==> src/rtl/sram_ctrl_if.sv <==
// Request/response, clear-control and SRAM pin bundle for sram_ctrl.
// slave is the controller's view; master is the requester/SRAM side.
interface sram_ctrl_if #(
    parameter int unsigned ADDR_WIDTH = 4,
    parameter int unsigned DATA_WIDTH = 32
) ();
    logic                  i_req_valid;
    logic                  o_req_ready;
    logic                  i_req_write;
    logic [ADDR_WIDTH-1:0] i_req_addr;
    logic [DATA_WIDTH-1:0] i_req_data;
    logic                  o_resp_valid;
    logic [DATA_WIDTH-1:0] o_resp_data;
    logic                  i_clear;
    logic                  o_busy;
    logic                  o_clear_done;
    logic [ADDR_WIDTH-1:0] o_mem_addr;
    logic                  o_mem_write;
    logic [DATA_WIDTH-1:0] o_mem_data;
    logic [DATA_WIDTH-1:0] i_mem_data;

    modport slave (
        input  i_req_valid, i_req_write, i_req_addr, i_req_data, i_clear, i_mem_data,
        output o_req_ready, o_resp_valid, o_resp_data, o_busy, o_clear_done,
               o_mem_addr, o_mem_write, o_mem_data
    );

    modport master (
        output i_req_valid, i_req_write, i_req_addr, i_req_data, i_clear, i_mem_data,
        input  o_req_ready, o_resp_valid, o_resp_data, o_busy, o_clear_done,
               o_mem_addr, o_mem_write, o_mem_data
    );
endinterface

==> src/rtl/sram_ctrl.sv <==
// Initiator-side controller for the single-port accelerator SRAM: request
// handshake, two-edge read pipeline and a zero-fill clear sequence.
module sram_ctrl #(
    parameter int unsigned ADDR_WIDTH     = 4,
    parameter int unsigned DATA_WIDTH     = 32,
    parameter int unsigned DEPTH          = 16,
    parameter bit          CLEAR_ON_RESET = 1'b1
) (
    input  logic        i_clk,
    input  logic        rst,
    sram_ctrl_if.slave  bus
);
    localparam int unsigned CW = $clog2(DEPTH + 1);
    localparam logic [ADDR_WIDTH:0] DEPTH_W = (ADDR_WIDTH + 1)'(DEPTH);
    localparam logic [CW-1:0]       LAST_K  = CW'(DEPTH);

    localparam logic [0:0] S_IDLE  = 1'b0;
    localparam logic [0:0] S_CLEAR = 1'b1;
    localparam logic [0:0] S_RST   = CLEAR_ON_RESET ? S_CLEAR : S_IDLE;

    logic [0:0]            state_q, state_d;
    logic [CW-1:0]         cnt_q, cnt_d;
    logic [ADDR_WIDTH-1:0] mem_addr_q, mem_addr_d;
    logic                  mem_write_q, mem_write_d;
    logic [DATA_WIDTH-1:0] mem_data_q, mem_data_d;
    logic [1:0]            rd_v_q, rd_v_d;
    logic [1:0]            rd_oor_q, rd_oor_d;
    logic                  resp_valid_q, resp_valid_d;
    logic [DATA_WIDTH-1:0] resp_data_q, resp_data_d;
    logic                  done_q, done_d;

    logic req_ready_c;
    logic accept_c;
    logic in_range_c;
    logic clear_step_c;

    // Next-state, SRAM pin, read-pipeline and response logic
    always_comb begin
        state_d      = state_q;
        cnt_d        = cnt_q;
        mem_addr_d   = mem_addr_q;
        mem_write_d  = 1'b0;
        mem_data_d   = mem_data_q;
        done_d       = 1'b0;
        clear_step_c = 1'b0;

        req_ready_c = (state_q == S_IDLE) && !bus.i_clear;
        accept_c    = bus.i_req_valid && req_ready_c;
        in_range_c  = {1'b0, bus.i_req_addr} < DEPTH_W;

        // Read tags shift every edge so in-flight reads survive a clear
        rd_v_d       = {rd_v_q[0], accept_c && !bus.i_req_write};
        rd_oor_d     = {rd_oor_q[0], !in_range_c};
        resp_valid_d = rd_v_q[1];
        resp_data_d  = resp_data_q;
        if (rd_v_q[1]) begin
            resp_data_d = rd_oor_q[1] ? '0 : bus.i_mem_data;
        end

        case (state_q)
            S_IDLE: begin
                if (bus.i_clear) begin
                    state_d      = S_CLEAR;
                    clear_step_c = 1'b1;
                end else if (accept_c) begin
                    mem_addr_d  = bus.i_req_addr;
                    mem_write_d = bus.i_req_write && in_range_c;
                    if (bus.i_req_write) begin
                        mem_data_d = bus.i_req_data;
                    end
                end
            end
            S_CLEAR: begin
                if (cnt_q == LAST_K) begin
                    state_d = S_IDLE;
                    cnt_d   = '0;
                    done_d  = 1'b1;
                end else begin
                    clear_step_c = 1'b1;
                end
            end
            default: begin
                state_d = S_IDLE;
            end
        endcase

        // cnt_q holds the next location to present
        if (clear_step_c) begin
            mem_addr_d  = ADDR_WIDTH'(cnt_q);
            mem_write_d = 1'b1;
            mem_data_d  = '0;
            cnt_d       = cnt_q + CW'(1);
        end
    end

    always_ff @(posedge i_clk or posedge rst) begin
        if (rst) begin
            state_q      <= S_RST;
            cnt_q        <= '0;
            mem_addr_q   <= '0;
            mem_write_q  <= 1'b0;
            mem_data_q   <= '0;
            rd_v_q       <= '0;
            rd_oor_q     <= '0;
            resp_valid_q <= 1'b0;
            resp_data_q  <= '0;
            done_q       <= 1'b0;
        end else begin
            state_q      <= state_d;
            cnt_q        <= cnt_d;
            mem_addr_q   <= mem_addr_d;
            mem_write_q  <= mem_write_d;
            mem_data_q   <= mem_data_d;
            rd_v_q       <= rd_v_d;
            rd_oor_q     <= rd_oor_d;
            resp_valid_q <= resp_valid_d;
            resp_data_q  <= resp_data_d;
            done_q       <= done_d;
        end
    end

    assign bus.o_req_ready  = req_ready_c;
    assign bus.o_busy       = (state_q == S_CLEAR);
    assign bus.o_clear_done = done_q;
    assign bus.o_mem_addr   = mem_addr_q;
    assign bus.o_mem_write  = mem_write_q;
    assign bus.o_mem_data   = mem_data_q;
    assign bus.o_resp_valid = resp_valid_q;
    assign bus.o_resp_data  = resp_data_q;
endmodule

==> src/flat_wrapper.sv <==
// flat-port wrapper written by rule: the top's interface ports become plain ports
module sram_ctrl_flat 
#(
    parameter int unsigned ADDR_WIDTH     = 4,
    parameter int unsigned DATA_WIDTH     = 32,
    parameter int unsigned DEPTH          = 16,
    parameter bit          CLEAR_ON_RESET = 1'b1
)
  (i_clk, rst, bus_i_req_valid, bus_i_req_write, bus_i_req_addr, bus_i_req_data, bus_i_clear, bus_i_mem_data, bus_o_req_ready, bus_o_resp_valid, bus_o_resp_data, bus_o_busy, bus_o_clear_done, bus_o_mem_addr, bus_o_mem_write, bus_o_mem_data);
  sram_ctrl_if #(.ADDR_WIDTH(ADDR_WIDTH), .DATA_WIDTH(DATA_WIDTH)) bus_i ();
  input  logic i_clk;
  input  logic rst;
  input wire logic [$bits(bus_i.i_req_valid)-1:0] bus_i_req_valid;
  input wire logic [$bits(bus_i.i_req_write)-1:0] bus_i_req_write;
  input wire logic [$bits(bus_i.i_req_addr)-1:0] bus_i_req_addr;
  input wire logic [$bits(bus_i.i_req_data)-1:0] bus_i_req_data;
  input wire logic [$bits(bus_i.i_clear)-1:0] bus_i_clear;
  input wire logic [$bits(bus_i.i_mem_data)-1:0] bus_i_mem_data;
  output wire logic [$bits(bus_i.o_req_ready)-1:0] bus_o_req_ready;
  output wire logic [$bits(bus_i.o_resp_valid)-1:0] bus_o_resp_valid;
  output wire logic [$bits(bus_i.o_resp_data)-1:0] bus_o_resp_data;
  output wire logic [$bits(bus_i.o_busy)-1:0] bus_o_busy;
  output wire logic [$bits(bus_i.o_clear_done)-1:0] bus_o_clear_done;
  output wire logic [$bits(bus_i.o_mem_addr)-1:0] bus_o_mem_addr;
  output wire logic [$bits(bus_i.o_mem_write)-1:0] bus_o_mem_write;
  output wire logic [$bits(bus_i.o_mem_data)-1:0] bus_o_mem_data;
  assign bus_i.i_req_valid = bus_i_req_valid;
  assign bus_i.i_req_write = bus_i_req_write;
  assign bus_i.i_req_addr = bus_i_req_addr;
  assign bus_i.i_req_data = bus_i_req_data;
  assign bus_i.i_clear = bus_i_clear;
  assign bus_i.i_mem_data = bus_i_mem_data;
  assign bus_o_req_ready = bus_i.o_req_ready;
  assign bus_o_resp_valid = bus_i.o_resp_valid;
  assign bus_o_resp_data = bus_i.o_resp_data;
  assign bus_o_busy = bus_i.o_busy;
  assign bus_o_clear_done = bus_i.o_clear_done;
  assign bus_o_mem_addr = bus_i.o_mem_addr;
  assign bus_o_mem_write = bus_i.o_mem_write;
  assign bus_o_mem_data = bus_i.o_mem_data;
  sram_ctrl #(.ADDR_WIDTH(ADDR_WIDTH), .DATA_WIDTH(DATA_WIDTH), .DEPTH(DEPTH), .CLEAR_ON_RESET(CLEAR_ON_RESET)) u_core (.i_clk(i_clk), .rst(rst), .bus(bus_i));
endmodule
==> config.mk <==
export PLATFORM = sky130hd
export DESIGN_NAME = sram_ctrl_flat
export DESIGN_NICKNAME = d
export VERILOG_FILES = /design/src/rtl/sram_ctrl_if.sv /design/src/rtl/sram_ctrl.sv /design/src/flat_wrapper.sv
export SDC_FILE = /design/constraint.sdc
export NUM_CORES = 1
export LEC_CHECK = 0
export BUFFER_PORTS_ARGS = -buffer_cell sky130_fd_sc_hd__buf_2
export CAP_MARGIN = 25
export CORE_AREA = 3 3 84 86
export CTS_CLUSTER_DIAMETER = 50
export CTS_CLUSTER_SIZE = 25
export DETAILED_ROUTE_END_ITERATION = 7
export DIE_AREA = 0 0 87 89
export PLACE_DENSITY = 0.83
export SETUP_SLACK_MARGIN = 0.15
export SLEW_MARGIN = 5
export SYNTH_ARGS = -nofsm -noshare
export SYNTH_HDL_FRONTEND = slang
export SYNTH_SLANG_ARGS = --single-unit
==> constraint.sdc <==
create_clock -name i_clk -period 3.5 [get_ports i_clk]
set_input_delay 0.35 -clock i_clk [delete_from_list [all_inputs] [get_ports i_clk]]
set_output_delay 0.35 -clock i_clk [all_outputs]
set_load 0.01 [all_outputs]
==> run metrics, run 1 <==
status complete, no violations; # rows 29; port bufs ~150; Inserted Clock Buffers 9; synthesized flop and latch total just under 80; final number of setup-violating endpoints 0; crit path capture type flip-flop; slowest cell on the critical path o21a_2; Final HPWL DP 5411 µm; Period Utilization, post-route 0.5634; Max-slew headroom 0.4076; Clock Power Share 0.225; reg-to-reg endpoint u_core.cnt_q[0]$_DFFE_PP0P_; WL/cell between 10 and 15 µm; Power Density ~650 nW/µm²; Tot GR Track Use 0.1895; DR vias 2,426; crit start category flip-flop; number of global-route vias before repair around 2,400; Antenna Nets Post-Route 0; Worst EP arrival approximately 2.2 ns; Sink Count just under 80; cell depth of the worst setup path 5; met2 Use GR 0.2954; first-pass GRT wire length roughly 12,000 µm; RSZ-0062 raised after global routing no; Fin Setup TNS 0 ns; initial core utilization 0.4979; clock skew roughly 0.014 ns; Clk Latency, worst-skew pair between 0.3 and 0.4 ns; WL final about 7100 µm; reg2reg path depth 5; area of the mapped netlist between 3000 and 4000 µm²; slowest stage delay, CP ~0.75 ns; Psw 862.9 µW; Seq/Total Area, Yosys 0.6256; Mapped Cells about 270; routability cong. 0.8501; First-pass DRT Iterations 4; internal power between 1.5 and 2 mW; RR Startpoint u_core.cnt_q[0]$_DFFE_PP0P_; Die W 87 µm; Final Power between 2 and 3 mW; LEAKAGE between 2 and 2.5 nW; met1 Resource Use GR 0.2558; non-filler instance count after layout 490; Hold Violations, Final 0; Worst Path Required 3.77 ns; Worst-path clk slew around 0.09 ns; post-synth cell types 30; share of layout cells above drive strength 1 0.5230; Placement Setup Slack between 1.5 and 2 ns; CTS HTree Levels 3; Fmax achieved between 0.5 and 0.6 GHz; M3 GR Usage 0.05069; final count of pins violating max slew 0; clk buf depth 2; CORE AREA between 6000 and 7000 µm²; final worst slack approximately 1.5 ns; Nets roughly 480; Worst VDD drop between 400 and 500 µV; die area between 7000 and 8000 µm²; Area Growth Syn to Fin 30.51%; crit path cell chain inv_1 > ha_1 > nand4b_1 > o21a_2 > mux2_2; post-layout util 0.6499; Crit Path Max Fanout 39; minimum clock period around 2 ns; DIE HEIGHT roughly 90 µm; number of I/O pins 146; worst slew pin tran a little under 0.9 ns; Cells after DPL 474; Buf+Inv Stages, Crit Path 1; GRT overflow 0; Gates resized, CTS repair 0; vias per inst 4.951; Final Instance Area a little over 4000 µm²; syn_area_per_cell between 10 and 15 µm²; DR iter-0 viols 70; hold crit path type primary input to async pin; maxcap violations 0; WS Path Type flip-flop to flip-flop; Crit path max-delay family compound AO/OA/AOI/OAI gates; layer with the highest usage met2; most frequent cells in the layout buf_2 (145), dfrtp_1 (78), nand2_1 (66); DRC 0; largest net degree at the start of global routing 49; Reg power frac 0.481; Mapped Nets about 340; leading cell type in the layout, fill and taps excluded buf_2; CTS tree yes; Gate power share 0.295; hold slack 0.1199 ns; CTS Hold Bufs 0; placed instance area just under 4000 µm²; Ys Warns 0; Root Driver clkbuf_8; setup bufs post-CTS 0; R2R setup slack 1.53 ns; Ant. Diodes 0; Net Sw Frac 0.3211; initial antenna violation count 0
==> state kept, by name (all words and copies together), names as in the netlist <==
name,flops
u_core.bus.o_clear_done,1
u_core.bus.o_mem_data,32
u_core.bus.o_mem_write,1
u_core.rd_v_q,2
u_core.bus.o_resp_data,32
u_core.bus.o_resp_valid,1
u_core.cnt_q,5
u_core.bus.o_mem_addr,4
u_core.bus.o_busy,1
==> how the worst max path moves through the flow <==
| stage | from | end | slack [ns] |
|---|---|---|---|
| after floorplan | rst | u_core.bus.o_clear_done$_DFF_PP0_ | 1.13 |
| after global placement | u_core.bus.o_busy$_DFF_PP1_ | u_core.cnt_q[0]$_DFFE_PP0P_ | 1.59 |
| after detailed placement | u_core.bus.o_busy$_DFF_PP1_ | u_core.cnt_q[0]$_DFFE_PP0P_ | 1.56 |
| after CTS | u_core.cnt_q[1]$_DFFE_PP0P_ | u_core.cnt_q[0]$_DFFE_PP0P_ | 1.53 |
| after global routing | u_core.cnt_q[1]$_DFFE_PP0P_ | u_core.cnt_q[0]$_DFFE_PP0P_ | 1.41 |
| final | u_core.cnt_q[0]$_DFFE_PP0P_ | u_core.cnt_q[0]$_DFFE_PP0P_ | 1.53 |
==> cells in the mapped netlist <==
master / n / area share
mux2_1: 2 / 0.0071
nand4b_1: 1 / 0.0028
or2_1: 1 / 0.0020
dfrtp_1: 78 / 0.62
inv_1: 9 / 0.011
o211ai_1: 1 / 0.0024
o22ai_2: 1 / 0.0040
or3_1: 1 / 0.0020
a21oi_2: 10 / 0.028
o21a_1: 1 / 0.0024
buf_2: 11 / 0.017
clkbuf_1: 5 / 0.0059
a31oi_1: 2 / 0.0040
nor2_1: 6 / 0.0071
nand2_1: 66 / 0.078
dfstp_2: 1 / 0.0083
a22o_1: 1 / 0.0028
nand4bb_1: 1 / 0.0036
a21oi_1: 22 / 0.035
mux2_2: 31 / 0.11
nor4bb_1: 1 / 0.0032
inv_2: 1 / 0.0012
a221oi_2: 4 / 0.019
xnor2_1: 1 / 0.0028
o21ai_0: 1 / 0.0016
or3b_1: 1 / 0.0028
ha_1: 2 / 0.0079
buf_6: 2 / 0.0071
nand4_1: 1 / 0.0020
nand3_1: 1 / 0.0016
==> layout make-up <==
class                           count  area [µm²]
Clock buffer                       10       137.6
Tap cell                           77       96.34
Timing Repair Buffer              149       763.2
Multi-Input combinational cell    159        1066
Inverter                           10       38.79
Sequential cell                    79        1978
Fill cell                         511        2223
Clock inverter                      6       46.29
==> cells by family (layout without fill, tap and decap cells) <==
group           after synthesis  count (layout)  synth area share
xor+xnor                      1               1          0.002771
simple gates                 80              80            0.1053
compound gates               43              43           0.09854
mux                          33              33            0.1175
fa+ha+maj                     2               2          0.007913
flops                        79              79            0.6256
buf+inv                      28             175           0.04234
==> metal layers <==
metal	up-vias	share of wire
met3	11	0.10
met4	0	0.015
met1	1124	0.43
met5	-	0
li1	1171	-
met2	120	0.45
==> power by group through the flow <==
| stage | Sequential [mW] | Combinational (mW) | Clock, mW |
|---|---|---|---|
| 2_1_floorplan | 1.38 | 0.395 | 0 |
| 3_3_place_gp | 1.29 | 0.778 | 0 |
| 3_5_place_dp | 1.31 | 0.805 | 0 |
| 4_1_cts | 1.30 | 0.808 | 0.625 |
| 5_1_grt | 1.32 | 0.876 | 0.664 |
| 6_report | 1.29 | 0.792 | 0.604 |
(Power assumes the default switching activity.)
==> inputs of run 2 (changes only) <==
CORE_AREA = 3 3 91 93   (was 3 3 84 86)
DIE_AREA = 0 0 94 96   (was 0 0 87 89)
PLACE_DENSITY = 0.75   (was 0.83)
clock period = 1.8 ns   (was 3.5 ns; I/O delays follow)
==> run 2 against run 1 <==
Net effect:
- design area grew 3.9%
- sequential share of layout area fell by 1.8 points
- flip-flop and latch count did not move
- critical endpoint is now u_core.bus.o_mem_data[19]$_DFFE_PP0P_
- highest routed layer is now met5
==> run metrics, run 2 (same netlist as run 1, synthesis figures left out) <==
CP most frequent cell buf_4; leading cell type in the layout, fill and taps excluded buf_2; worst slew pin tran 0.4270 ns (-0.4616 ns); DRC 0 (unchanged); Antenna Nets Post-Route 0 (unchanged); Power Density 1253 nW/µm² (+92%); Worst VDD drop 394.4 µV (-9.9%); Worst EP arrival 1.87 ns (-0.37 ns); port bufs 145 (unchanged); Net Sw Frac 0.3224 (+0.001235); Cells after DPL 503 (+6.1%); crit path cell chain inv_2 > ha_1 > nand4b_1 > buf_4 > o21a_2 > buf_4 > a21oi_1; WL final 7432 µm (+4.2%); Crit path max-delay family buffers and inverters; RR Startpoint u_core.cnt_q[0]$_DFFE_PP0P_; number of global-route vias before repair 2,377 (-2.2%); maxcap violations 0 (unchanged); end of the worst hold path u_core.bus.o_resp_data[17]$_DFFE_PP0P_; RSZ-0062 raised after global routing yes; largest net degree at the start of global routing 80 (+63%); Clock Power Share 0.227 (+0.002); slowest stage delay, CP 0.41 ns (-0.34 ns); initial antenna violation count 1 (+1); Area Growth Syn to Fin 35.65%; routability cong. 0.7401 (-13%); Fmax achieved 0.6252 GHz (+23%); HP Start bus_i_mem_data[17]; CTS tree yes; WL/cell 14.08 µm (-3.3%); status complete, no violations; WHS Path Cells 2; crit path capture type flip-flop; share of layout cells above drive strength 1 0.5365 (+0.01347); crit start category flip-flop; clock skew 0.01141 ns (-0.002443 ns); Tot GR Track Use 0.1650 (-0.02449); Buf+Inv Stages, Crit Path 3 (+2); GRT overflow 0 (unchanged); First-pass DRT Iterations 4 (unchanged); CORE AREA 7607 µm² (+20%); R2R setup slack 0.20 ns (-1.33 ns); Period Utilization, post-route 0.8886 (+0.3253); vias per inst 4.727 (-4.5%); final number of setup-violating endpoints 0 (unchanged); final count of pins violating max slew 0 (unchanged); DIE HEIGHT 96 µm (+7.9%); slowest cell on the critical path dfrtp_1; WS Path Type flip-flop to flip-flop; number of I/O pins 146 (unchanged); first-pass GRT wire length 11,550 µm (+0.42%); minimum clock period 1.600 ns (-0.3722 ns); hold crit path type primary input to flip-flop; Crit Path Max Fanout 7 (-82%); internal power 3.642 mW (+100%); reg-to-reg endpoint u_core.bus.o_mem_data[19]$_DFFE_PP0P_; Inserted Clock Buffers 9 (unchanged); Final HPWL DP 5306 µm (-1.9%); Hold Violations, Final 0 (unchanged); DR vias 2,496 (+2.9%); DR iter-0 viols 54 (-23%); Filler cells 691 (+35%); LEAKAGE 2.166 nW (+2.8%); Worst-path clk slew 0.09 ns (about the same); Clk Latency, worst-skew pair 0.34 ns (about the same); Sink Count 79 (unchanged); non-filler instance count after layout 528 (+7.8%); Gate power share 0.309 (+0.014); clk buf depth 2 (unchanged); Die W 94 µm (+8.0%); Psw 1.733 mW (+100%); Root Driver clkbuf_8; Reg power frac 0.464 (-0.017); die area 9024 µm² (+17%); most frequent cells in the layout buf_2 (145), dfrtp_1 (78), nand2_1 (66); Nets 495 (+2.5%); Worst Path Required 2.07 ns (-1.70 ns); initial core utilization 0.4156 (-0.08231); Max-slew headroom 0.7153 (+0.3078); reg2reg path depth 7 (+2); Fin Setup TNS 0 ns (unchanged); CTS HTree Levels 3 (unchanged); # rows 32 (+10%)
[run 2: cell types whose count changed in the layout (fill, tap and decap cells not counted), moves of 2 or more]
cell / previous run / this run
buf_4: 3 / 11
buf_12: 0 / 2
clkinv_4: 3 / 1
inv_6: 0 / 3
clkinv_2: 2 / 0
dlygate4sd3_1: 0 / 2
[run 2: final cells by class]
class	instances	area [µm²]	share of cell area
Sequential cell	79	1978	0.4612
Multi-Input combinational cell	160	1084	0.2526
Timing Repair Buffer	160	868.3	0.2025
Clock buffer	10	137.6	0.03209
Tap cell	102	127.6	0.02975
Clock inverter	6	50.05	0.01167
Inverter	10	41.29	0.009627
Antenna cell	1	2.502	0.0005834
[run 2: how the worst max path moves through the flow]
stage	start	endpoint	cells past startpoint
floorplan	u_core.cnt_q[0]$_DFFE_PP0P_	u_core.cnt_q[0]$_DFFE_PP0P_	6
CTS	u_core.bus.o_busy$_DFF_PP1_	bus_o_req_ready	4
finish	u_core.cnt_q[0]$_DFFE_PP0P_	u_core.bus.o_mem_data[19]$_DFFE_PP0P_	7
detailed placement	u_core.cnt_q[0]$_DFFE_PP0P_	u_core.bus.o_mem_data[3]$_DFFE_PP0P_	6
global route	u_core.bus.o_busy$_DFF_PP1_	u_core.bus.o_mem_data[6]$_DFFE_PP0P_	5
global placement	u_core.cnt_q[0]$_DFFE_PP0P_	u_core.bus.o_mem_data[30]$_DFFE_PP0P_	6
[run 2: per-stage QoR]
stage / setup slack [ns] / power [mW] / hold slack [ns] / cell area (µm²) / utilization
2_1_floorplan: 0.2726 / 3.461 / 0.2464 / 3166 / -
6_report: 0.2004 / 5.375 / 0.05182 / 4289 / 0.5638
4_1_cts: 0.1495 / 5.383 / 0.03454 / 4238 / 0.5571
3_3_place_gp: 0.1938 / 4.065 / 0.3257 / 4024 / 0.5289
3_5_place_dp: 0.1147 / 4.142 / 0.3396 / 4024 / 0.5289
5_1_grt: 0.1354 / 5.756 / 0.03220 / 4287 / 0.5635
[run 2: power by group through the flow]
stage | Combinational, mW | Sequential [mW] | Clock [mW]
detailed placement | 1.60 | 2.54 | 0
global route | 1.83 | 2.56 | 1.37
global placement | 1.55 | 2.52 | 0
CTS | 1.61 | 2.50 | 1.27
floorplan | 0.769 | 2.69 | 0
finish | 1.66 | 2.49 | 1.22
[run 2: timing repair]
item	in CTS	in global routing
resized for setup	1	2
buffers inserted	0	5
cloned	0	1
hold buffers	2	0
endpoints found under the hold margin	79	0
setup endpoints to repair	22	11
[run 2: per-layer routing]
metal	share of wire	GRT usage	up-vias
met4	0.011	0.06498	2
li1	-	-	1198
met5	0.0017	0	-
met1	0.43	0.2092	1184
met2	0.47	0.2643	103
met3	0.087	0.05238	9
[run 2: worst register-to-register path: stages, from the launching register on]
cell and delay (ns):
dfrtp_1 0.41, inv_2 0.09, ha_1 0.15, nand4b_1 0.17, buf_4 0.19, o21a_2 0.26
buf_4 0.16, a21oi_1 0.10
==> inputs of run 3 (changes only) <==
BUFFER_PORTS_ARGS = default   (was -buffer_cell sky130_fd_sc_hd__buf_2)
CORE_AREA = 3 3 80 82   (was 3 3 91 93)
DIE_AREA = 0 0 83 85   (was 0 0 94 96)
DONT_BUFFER_PORTS = 1   (was default)
PLACE_DENSITY = 0.72   (was 0.75)
==> run 3 against run 2 <==
Net effect:
- final cell count down 20%
- fmax down 1.7%
- clock skew down 0.0024 ns
- sequential power up 14%
- register-to-register slack worse by 0.03 ns
- die area down 22%
- design area up 0.26%
- wire length up 13%
- combinational power down 25%
- non-clock buffer count down 79
- worst hold slack worse by 0.019 ns
- first-iteration DRC count rose to 2.5 times the previous value
- critical path type unchanged
- highest routed layer is now met4
==> run metrics, run 3 (same netlist as run 1, synthesis figures left out) <==
status complete, no violations; Clock Power Share 0.241 (+0.014); maxcap violations 0 (unchanged); LEAKAGE 1.835 nW (-15%); internal power 3.614 mW (-0.78%); worst slew pin tran 0.4155 ns (-0.01153 ns); Buf+Inv Stages, Crit Path 2 (-1); vias per inst 5.440 (+15%); reg2reg path depth 5 (-2); Area Growth Syn to Fin 36.01%; Final Instance Area 4300 µm² (+0.26%); port bufs 0 (-100%); Filler cells 380 (-45%); Worst VDD drop 675.2 µV (+71%); die area 7055 µm² (-22%); Psw 1.762 mW (+1.7%); leading cell type in the layout, fill and taps excluded dfrtp_1; number of global-route vias before repair 2,421 (+1.9%); Sink Count 79 (unchanged); slowest stage delay, CP 0.63 ns (+0.22 ns); Hold Violations, Final 0 (unchanged); Nets 415 (-16%); Final HPWL DP 4486 µm (-15%); Worst-path clk slew 0.09 ns (about the same); Reg power frac 0.528 (+0.064); minimum clock period 1.627 ns (+0.02716 ns); WS Path Type flip-flop to flip-flop; CORE AREA 5816 µm² (-24%); Reg area 1978 µm² (unchanged); most frequent cells in the layout dfrtp_1 (78), dlygate4sd3_1 (67), nand2_1 (66); # rows 28 (-13%); Worst EP arrival 1.86 ns (about the same); Ant. Diodes 0 (-1); clk buf depth 2 (unchanged); Max-slew headroom 0.7230 (+0.007687); RSZ-0062 raised after global routing yes; Crit path max-delay family flip-flops; CTS tree yes; RR Startpoint u_core.bus.o_busy$_DFF_PP1_; hold slack 0.03259 ns (-0.01923 ns); Net Sw Frac 0.3277 (+0.005359); WL/cell 20.00 µm (+42%); WHS Path Cells 2 (unchanged); Final Power 5.375 mW (about the same); clock skew 0.009051 ns (-0.002364 ns); final count of pins violating max slew 0 (unchanged); largest net degree at the start of global routing 48 (-40%); first-pass GRT wire length 12,980 µm (+12%); final number of setup-violating endpoints 0 (unchanged); initial core utilization 0.5437 (+0.1280); Crit Path Max Fanout 19 (+12); DR iter-0 viols 137 (+150%); Placement Setup Slack 0.1125 ns (-0.002270 ns); placed instance area 3286 µm² (-18%); Inserted Clock Buffers 9 (unchanged); Power Density 1250 nW/µm² (-0.26%); Multi-input gate area 1091 µm² (+0.69%); DIE HEIGHT 85 µm (-11%); cell depth of the worst setup path 5 (-2); Fmax achieved 0.6147 GHz (-1.7%); Antenna Nets Post-Route 0 (unchanged); Clk Latency, worst-skew pair 0.35 ns (about the same); crit path cell chain or2_1 > o21a_4 > buf_12 > clkbuf_16 > a21oi_1; initial antenna violation count 0 (-1); Period Utilization, post-route 0.9037 (+0.01509); CP startpoint u_core.bus.o_busy$_DFF_PP1_; slowest cell on the critical path dfstp_2; final worst slack 0.1733 ns (-0.02716 ns); routability cong. 0.8048 (+8.7%); CTS HTree Levels 3 (unchanged); Fin Setup TNS 0 ns (unchanged); WL final 8401 µm (+13%); crit path capture type flip-flop; Worst Path Required 2.03 ns (-0.04 ns); hold crit path type primary input to flip-flop; share of layout cells above drive strength 1 0.2464 (-0.2901); number of I/O pins 146 (unchanged); First-pass DRT Iterations 4 (unchanged); DR vias 2,285 (-8.5%); R2R setup slack 0.17 ns (-0.03 ns); Root Driver clkbuf_8; GRT overflow 0 (unchanged); DRC 0 (unchanged); crit start category flip-flop; Tot GR Track Use 0.2338 (+0.06881); Die W 83 µm (-12%); Gate power share 0.231 (-0.078); HP Start bus_i_req_addr[0]
==> run 3: what timing repair did <==
| action | 4_1_cts | 5_1_grt |
|---|---|---|
| gates cloned | 0 | 2 |
| endpoints found under the setup margin | 5 | 7 |
| setup buffers | 1 | 5 |
| gates resized for setup | 0 | 7 |
| hold buffers | 67 | 0 |
| pin swaps | 1 | 1 |
| hold endpoints to repair | 144 | 0 |
==> run 3: area by class of cell <==
class | instances | area share
flip-flops and latches | 79 | 0.4600
multi-input cells | 159 | 0.2537
repair buffers | 81 | 0.2089
clock buffers | 9 | 0.02880
well taps | 75 | 0.02182
clock inverters | 7 | 0.01717
inverters | 10 | 0.009601
==> run 3: final timing paths <==
path,endpoint
worst max-delay path,u_core.bus.o_mem_data[8]$_DFFE_PP0P_
worst min-delay path,u_core.bus.o_mem_addr[0]$_DFFE_PP0P_
worst max register to register,u_core.bus.o_mem_data[8]$_DFFE_PP0P_
worst min register to register,u_core.rd_v_q[1]$_DFF_PP0_
max in group asynchronous,u_core.bus.o_busy$_DFF_PP1_
min in group asynchronous,u_core.bus.o_resp_data[21]$_DFFE_PP0P_
==> run 3: routing by layer <==
metal  wire length [µm]  track usage  up-vias
met5                  0            0        -
met1               3310       0.2955     1114
met2               4075       0.3673      130
met3                885      0.08544       12
met4                129      0.09807        0
li1                   -            -     1029
==> run 3: power by group through the flow <==
stage	logic [mW]	registers, mW	clock network, mW
6_report	1.24	2.84	1.29
3_5_place_dp	0.880	2.84	0
3_3_place_gp	0.845	2.82	0
5_1_grt	1.34	2.90	1.41
4_1_cts	1.00	2.80	1.32
2_1_floorplan	0.769	2.69	0
==> run 3: through the flow <==
step	cells	utilization
floorplan	266	-
global placement	329	0.5650
detailed placement	329	0.5650
CTS	413	0.7156
global route	420	0.7395
finish	420	0.7395
